===== src/rtl/mem_arbiter.sv =====
// mem_arbiter: shares one RAM port between the instruction-fetch side and the
// data side. Data requests win arbitration, but a streak counter forces a
// fetch grant after MAX_DSTREAK consecutive data grants taken while a fetch
// was waiting.
//
// Ports:
//   CLK, nRST                   clock, asynchronous active-low reset
//   iREN, iaddr                 fetch request and address
//   dREN, dWEN, daddr, dstore   data read/write request, address, write value
//   iwait, dwait                per-side "not complete this cycle"
//   iload, dload                per-side returned word (completion cycle only)
//   ramREN, ramWEN, ramaddr,
//   ramstore                    RAM request outputs
//   ramload, ramstate           RAM read data and status (0 FREE, 1 BUSY,
//                               2 ACCESS, 3 ERROR)
//
// state | meaning
// ------+------------------------------------------------------------
// IDLE  | no owner; arbitrate between the two sides, strobes low
// IACC  | fetch side owns the RAM port until ramstate reports ACCESS
// DACC  | data side owns the RAM port until ramstate reports ACCESS
module mem_arbiter #(
  parameter int ADDR_W      = 32,
  parameter int DATA_W      = 32,
  parameter int MAX_DSTREAK = 4
) (
  input  logic              CLK,
  input  logic              nRST,
  input  logic              iREN,
  input  logic [ADDR_W-1:0] iaddr,
  input  logic              dREN,
  input  logic              dWEN,
  input  logic [ADDR_W-1:0] daddr,
  input  logic [DATA_W-1:0] dstore,
  output logic              iwait,
  output logic              dwait,
  output logic [DATA_W-1:0] iload,
  output logic [DATA_W-1:0] dload,
  output logic              ramREN,
  output logic              ramWEN,
  output logic [ADDR_W-1:0] ramaddr,
  output logic [DATA_W-1:0] ramstore,
  input  logic [DATA_W-1:0] ramload,
  input  logic [1:0]        ramstate
);

  localparam int SW = $clog2(MAX_DSTREAK + 1);
  localparam logic [SW-1:0] SMAX = SW'(MAX_DSTREAK);
  localparam logic [1:0] RS_ACCESS = 2'd2;

  typedef enum logic [1:0] {IDLE, IACC, DACC} state_t;

  state_t        state, next_state;
  logic [SW-1:0] streak, streak_next;
  logic          d_req;
  logic          icomp, dcomp;

  assign d_req = dREN | dWEN;

  always_ff @(posedge CLK or negedge nRST) begin
    if (!nRST) begin
      state  <= IDLE;
      streak <= '0;
    end else begin
      state  <= next_state;
      streak <= streak_next;
    end
  end

  always_comb begin
    next_state  = state;
    streak_next = streak;
    ramREN      = 1'b0;
    ramWEN      = 1'b0;
    ramaddr     = '0;
    ramstore    = '0;
    icomp       = 1'b0;
    dcomp       = 1'b0;
    case (state)
      IDLE: begin
        if (d_req && !(iREN && streak == SMAX)) begin
          next_state = DACC;
          // Only data grants that overtake a waiting fetch count toward the streak.
          if (iREN)
            streak_next = (streak == SMAX) ? SMAX : streak + 1'b1;
          else
            streak_next = '0;
        end else if (iREN) begin
          next_state  = IACC;
          streak_next = '0;
        end
      end
      IACC: begin
        // Dropping the request aborts: strobes fall this cycle, nothing completes.
        if (!iREN) begin
          next_state = IDLE;
        end else begin
          ramREN  = 1'b1;
          ramaddr = iaddr;
          if (ramstate == RS_ACCESS) begin
            icomp      = 1'b1;
            next_state = IDLE;
          end
        end
      end
      DACC: begin
        if (!d_req) begin
          next_state = IDLE;
        end else begin
          ramREN   = dREN;
          ramWEN   = dWEN;
          ramaddr  = daddr;
          ramstore = dstore;
          if (ramstate == RS_ACCESS) begin
            dcomp      = 1'b1;
            next_state = IDLE;
          end
        end
      end
      default: next_state = IDLE;
    endcase
  end

  assign iwait = iREN & ~icomp;
  assign dwait = d_req & ~dcomp;
  assign iload = icomp ? ramload : '0;
  assign dload = dcomp ? ramload : '0;

endmodule


===== config.mk =====
export PLATFORM = sky130hd
export DESIGN_NAME = mem_arbiter
export DESIGN_NICKNAME = d
export VERILOG_FILES = /design/src/rtl/mem_arbiter.sv
export SDC_FILE = /design/constraint.sdc
export NUM_CORES = 1
export LEC_CHECK = 0
export ABC_CLOCK_PERIOD_IN_PS = 3600
export BUFFER_PORTS_ARGS = -buffer_cell sky130_fd_sc_hd__buf_4
export CAP_MARGIN = 20
export CORE_AREA = 3 3 102 104
export DETAILED_ROUTE_END_ITERATION = 7
export DIE_AREA = 0 0 105 107
export PLACE_DENSITY = 0.6
export SLEW_MARGIN = 10
export SYNTH_ARGS = -nofsm -noshare
export SYNTH_HDL_FRONTEND = slang
export SYNTH_SLANG_ARGS = --single-unit

===== constraint.sdc =====
create_clock -name CLK -period 3.6 [get_ports CLK]
set_clock_uncertainty 0.2 [all_clocks]
set_input_delay 0.18 -clock CLK [delete_from_list [all_inputs] [get_ports CLK]]
set_output_delay 0.18 -clock CLK [all_outputs]
set_load 0.03 [all_outputs]

* Yosys cells after proc, flatten, opt, wreduce, memory -nomap -nowiden
Index checks and enable logic that the tools add are counted.
** Word-level totals
- Register bits :: 5
- Logic and storage cells :: 46
- Output and inout bits :: 132
** Operators by class
- Eq/ne operators :: 5
- Multiplexer cells :: 27
- Bitwise operators :: 5
- Add/sub/neg operators :: 1
- Reduce and logical (&&, ||, !) cells :: 6
** Operator list (number)
- $mux W32 :: 6
- $pmux W32 S2 :: 1
- $mux W3 :: 4
- $mux W2 :: 5
- $mux W1 :: 9
- $pmux W2 S3 :: 1
- $eq A2 B2 Y1 const B :: 2
- $add A3 B1 Y3 const B :: 1
- $eq A3 B3 Y1 const B :: 1
- $ne A3 B3 Y1 const B :: 1
- $and A1 B1 Y1 :: 2
- $eq A2 B1 Y1 const B :: 1
- $logic_and A1 B1 Y1 :: 2
- $logic_not A2 Y1 :: 1
- $not A1 Y1 :: 2
- $pmux W1 S2 :: 1
- $reduce_and A2 Y1 :: 1
- $reduce_bool A2 Y1 :: 1
- $logic_not A1 Y1 :: 1
- $or A1 B1 Y1 :: 1

* Logic depth before layout (Yosys ltp)
- Word-level depth :: 6
- Depth in mapped cells :: 7
- Gate-level depth less buffers :: 5

* Worst setup path before layout
No wires, ideal clock.
- Path kind :: reg2out
- Start :: register state[0]
- End :: output ramaddr[18]
- Arrival :: 1.578 ns
- Required time :: 3.220 ns
- Buffers on the path :: 2
- Slack :: 1.642 ns
- Stages on the path, launching flop included :: 8
- Cells stage by stage :: dfrtp_1 -> inv_1 -> ha_1 -> o21a_1 -> buf_6 -> buf_6 -> a22oi_1 -> nor2b_1
** On the way
- Longest elaborated chain between the ends :: 2
** Ends and longest elaborated chain
- start: declaration :: RTL line 53 : state_t state, next_state;
- start signal: assignment :: RTL line 65 : state <= next_state;
- $eq A2 B2 Y1 / $eq A2 B1 Y1 (equally long branches) :: RTL line 79 : case (state)
- $pmux W32 S2 (*) :: RTL line 79
- end: declaration :: RTL line 41 : output logic [ADDR_W-1:0] ramaddr,
Mark *: on every way between the ends. The rest lies on a longest branch, timed or not.

* Final worst setup path
- Start :: register state[0]
- End :: output ramstore[26]
** On the way
- Longest elaborated chain between the ends :: 2
** Ends and longest elaborated chain
- $eq A2 B2 Y1 :: RTL line 79
- $mux W32 :: RTL line 79
- end: declaration :: RTL line 42 : output logic [DATA_W-1:0] ramstore,
No other way between the ends.

==> insert_results.sql <==
INSERT INTO impl_metrics (metric_group, metric, value, unit) VALUES
('synthesis', 'post-synth-top-area-fraction', '37.4', '%'),
('critical_path', 'criticalPathCategory', 'reg2out', ''),
('synthesis', 'syn-num-nets', '375', ''),
('power', 'cell_pwr_density', '475', 'nW/um^2'),
('layout', 'sequential_cell_area', '125', 'sq um'),
('die', 'coreArea', '9640', 'sq um'),
('critical_path', 'timing.critical_path.fanout_max', '48', ''),
('sta', 'final_min_period_over_clock_period', '74.7', '%'),
('drt', 'drc', '0', ''),
('layout', 'fillerInstances', '1022', ''),
('layout', 'finish.instance_area', '3720', 'sq um'),
('layout', 'fraction_of_final_layout_cells_sized_beyond_drive_strength_1', '56.7', '%'),
('synthesis', 'synth.area.top_cells', 'and2_1 (37%), a22oi_1 (15%), nor2b_1 (13%)', ''),
('synthesis', 'synth.most_common_cell', 'and2_1', ''),
('min_path', 'holdCritPathClass', 'in2reg', ''),
('power', 'peak_supply_drop', '272', 'uV'),
('drt', 'drt-wirelength-per-cell', '14.8', 'microns'),
('drt', 'drt_iter0_markers', '155', ''),
('grt', 'wire_length_of_the_first_global_routing_pass', '13.1', 'mm'),
('drt', 'drt-pass1-iter-count', '4', ''),
('critical_path', 'endpoint_kind', 'output pin', ''),
('layout', 'antennaDiodeCount', '0', ''),
('die', 'initial_cell_density_of_the_core', '17.0', '%'),
('layout', 'multiInputGateArea', '1340', 'sq um'),
('synthesis', 'synth-edff-count', '0', ''),
('sta', 'drv_slew', '0', ''),
('synthesis', 'synthCells', '234', ''),
('drt', 'final_antenna_net_count', '0', ''),
('clocking', 'cts_htree_levels', '1', ''),
('flow_run', 'timing.max_cap.violations', '0', ''),
('placement', 'buffer_ports.inserted', '266', ''),
('synthesis', 'netlist.top_cell.by_area', 'and2_1', ''),
('sta', 'max_freq', '372', 'MHz'),
('drt', 'dr_total_vias', '2557', ''),
('synthesis', 'synth-seq-cells', '5', ''),
('grt', 'first_global_vias', '2428', ''),
('grt', 'grtUsageTotal', '14.4', '%'),
('clocking', 'cts.sinks', '5', ''),
('sta', 'final_setup_tns', '0', 'ns'),
('sta', 'finalCriticalPeriod', '2.69', 'ns'),
('die', 'die_area', '11200', 'sq um'),
('clocking', 'cts_root_buffer', 'clkbuf_8', ''),
('critical_path', 'worstPathRequired', '3.22', 'ns'),
('synthesis', 'cell_area_synth', '1640', 'sq um'),
('placement', 'cell_area_placed', '3670', 'sq um'),
('die', 'design.portCount', '267', ''),
('critical_path', 'crit_slowest_cell', 'o21a_2', ''),
('die', 'num_rows', '36', ''),
('placement', 'detailed_place_hpwl', '7.66', 'mm'),
('synthesis', 'synth_top_cells_by_count', 'and2_1 (98), nor2b_1 (34), a22oi_1 (32)', ''),
('drt', 'wl', '9.15', 'mm'),
('critical_path', 'most_frequent_cell_on_the_critical_path', 'buf_4', ''),
('grt', 'antenna_found_initial', '0', ''),
('die', 'die-width', '105', 'microns'),
('critical_path', 'worst_setup_sp_type', 'register', ''),
('critical_path', 'cell_breakdown_of_the_critical_path', 'inv_1 > ha_1 > o21a_2 > buf_4 > and2_1 > buf_4', ''),
('clocking', 'cts_max_path_buffers', '2', ''),
('grt', 'maximum_number_of_pins_on_one_net_before_global_route_repair', '49', ''),
('die', 'dieHeight', '107', 'microns'),
('synthesis', 'seq_area_frac_synth', '7.63', '%'),
('clocking', 'worstSkewPairLatency', '0.24', 'ns'),
('outcome', 'result_of_the_run', 'finished, final reports clean', ''),
('synthesis', 'synthesis.area_per_instance', '7.00', 'sq um'),
('layout', 'finish.net_count', '627', ''),
('synthesis', 'ys.flop_type', 'dfrtp_1', ''),
('sta', 'tightest_slew', '0.982', 'ns'),
('critical_path', 'slowest_delay', '0.70', 'ns'),
('critical_path', 'worst-endpoint-arrival', '2.31', 'ns'),
('sta', 'relSlewSlack', '34.4', '%'),
('clocking', 'path_clk_slew', '0.04', 'ns'),
('sta', 'final_hold_vios', '0', ''),
('synthesis', 'synthDistinctLibCells', '30', ''),
('synthesis', 'synthesis.yosys.warnings', '0', ''),
('power', 'power.leakage', '0.00196', 'uW'),
('placement', 'place.gp.congestion', '0.751', ''),
('sta', 'grt_setup_unrepaired', 'no', ''),
('synthesis', 'asyncSetResetFlopFracSynth', '100', '%'),
('drt', 'detail_route.vias_per_cell', '4.14', ''),
('clocking', 'clock_tree_from_tritoncts', 'built', ''),
('grt', 'globalRouteOverflowTotal', '0', ''),
('clocking', 'cts-buffers-inserted', '3', ''),
('sta', 'final_setup_fails', '0', ''),
('layout', 'layout_stage_area_growth_over_the_synthesis_result', '127', '%');
==> where the power goes <==
part / switching (uW) / internal (uW) / total [uW]
Clock: 36.9 / 76.8 / 114
Sequential: 24.1 / 77.1 / 101
Combinational: 916 / 639 / 1560
Total: 977 / 793 / 1770
==> area by class of cell <==
| class | count | share of cell area [%] |
|---|---|---|
| flip-flops and latches | 5 | 3.36 |
| repair buffers | 269 | 54.3 |
| clock buffers | 4 | 1.21 |
| multi-input cells | 201 | 36.1 |
| well taps | 133 | 4.47 |
| inverters | 6 | 0.605 |
==> sequential cells by signal (all words and copies together), names as in the netlist <==
signal / count
streak: 3
state: 2
==> cell usage in the layout (no fill, tap or decap), drive strengths merged, types with 2 or more instances in the layout <==
cell type | Yosys | routed
o2111ai | 2 | 2
nand2 | 5 | 5
dfrtp | 5 | 5
ha | 6 | 6
o21ai | 2 | 2
o31ai | 2 | 2
inv | 6 | 6
a22oi | 32 | 32
buf | 12 | 268
clkbuf | 10 | 4
and2 | 98 | 98
nand3 | 5 | 5
nor2b | 34 | 34
nor2 | 3 | 3
nor3b | 2 | 2
==> cells by family after synthesis <==
family / Yosys count / share of synthesized area, %
AND/OR/NAND/NOR: 152 / 57.7
AO/OA/AOI/OAI: 43 / 19.5
flip-flops: 5 / 7.63
buffers and inverters: 28 / 10.5
adder cells (fa/ha/maj): 6 / 4.58
==> repair_timing <==
action,in CTS,in global routing
setup endpoints to repair,0,0
buffers inserted,0,0
hold buffers,1,0
resized for setup,0,0
hold endpoints to repair,5,0
==> metrics by stage <==
step / setup slack, ns / hold WS (ns) / total power, uW / std cells / util, %
floorplan: 1.64 / -0.316 / 1120 / 234 / -
global placement: 1.24 / -0.210 / 1650 / 613 / 38.1
detailed placement: 1.15 / -0.209 / 1660 / 613 / 38.1
CTS: 0.904 / 0.0800 / 1780 / 618 / 38.6
global route: 0.737 / 0.102 / 1890 / 618 / 38.6
finish: 0.910 / 0.0756 / 1770 / 618 / 38.6
==> path summary, 6_finish.rpt <==
check	from	endpoint	slack [ns]	depth (start not counted)
setup / recovery	state[0]	ramstore[26]	0.91	6
hold / removal	iREN	streak[2]	0.08	3
setup reg to reg	state[0]	state[0]	1.57	5
hold reg to reg	streak[0]	streak[0]	0.34	1
max in group asynchronous	nRST	state[1]	2.99	2
min in group asynchronous	nRST	streak[1]	0.09	2
==> critical path, delay by kind of cell (launching register included) <==
family                   cells  cell delay (ns)
AO/OA/AOI/OAI                1             0.70
adder cells (fa/ha/maj)      1             0.21
buffers and inverters        3             0.58
flip-flops                   1             0.41
AND/OR/NAND/NOR              1             0.15
==> routing by layer <==
metal / track usage (%) / vias up / wire (microns) / part of all wire (%)
met1: 17.4 / 1132 / 3640 / 40
met2: 25.5 / 144 / 4600 / 50
met3: 3.85 / 5 / 858 / 9.4
li1: - / 1276 / - / -
met5: 0 / - / 0 / 0
met4: 2.81 / 0 / 57 / 0.62
Note: power is estimated with default switching activity, not from simulation.
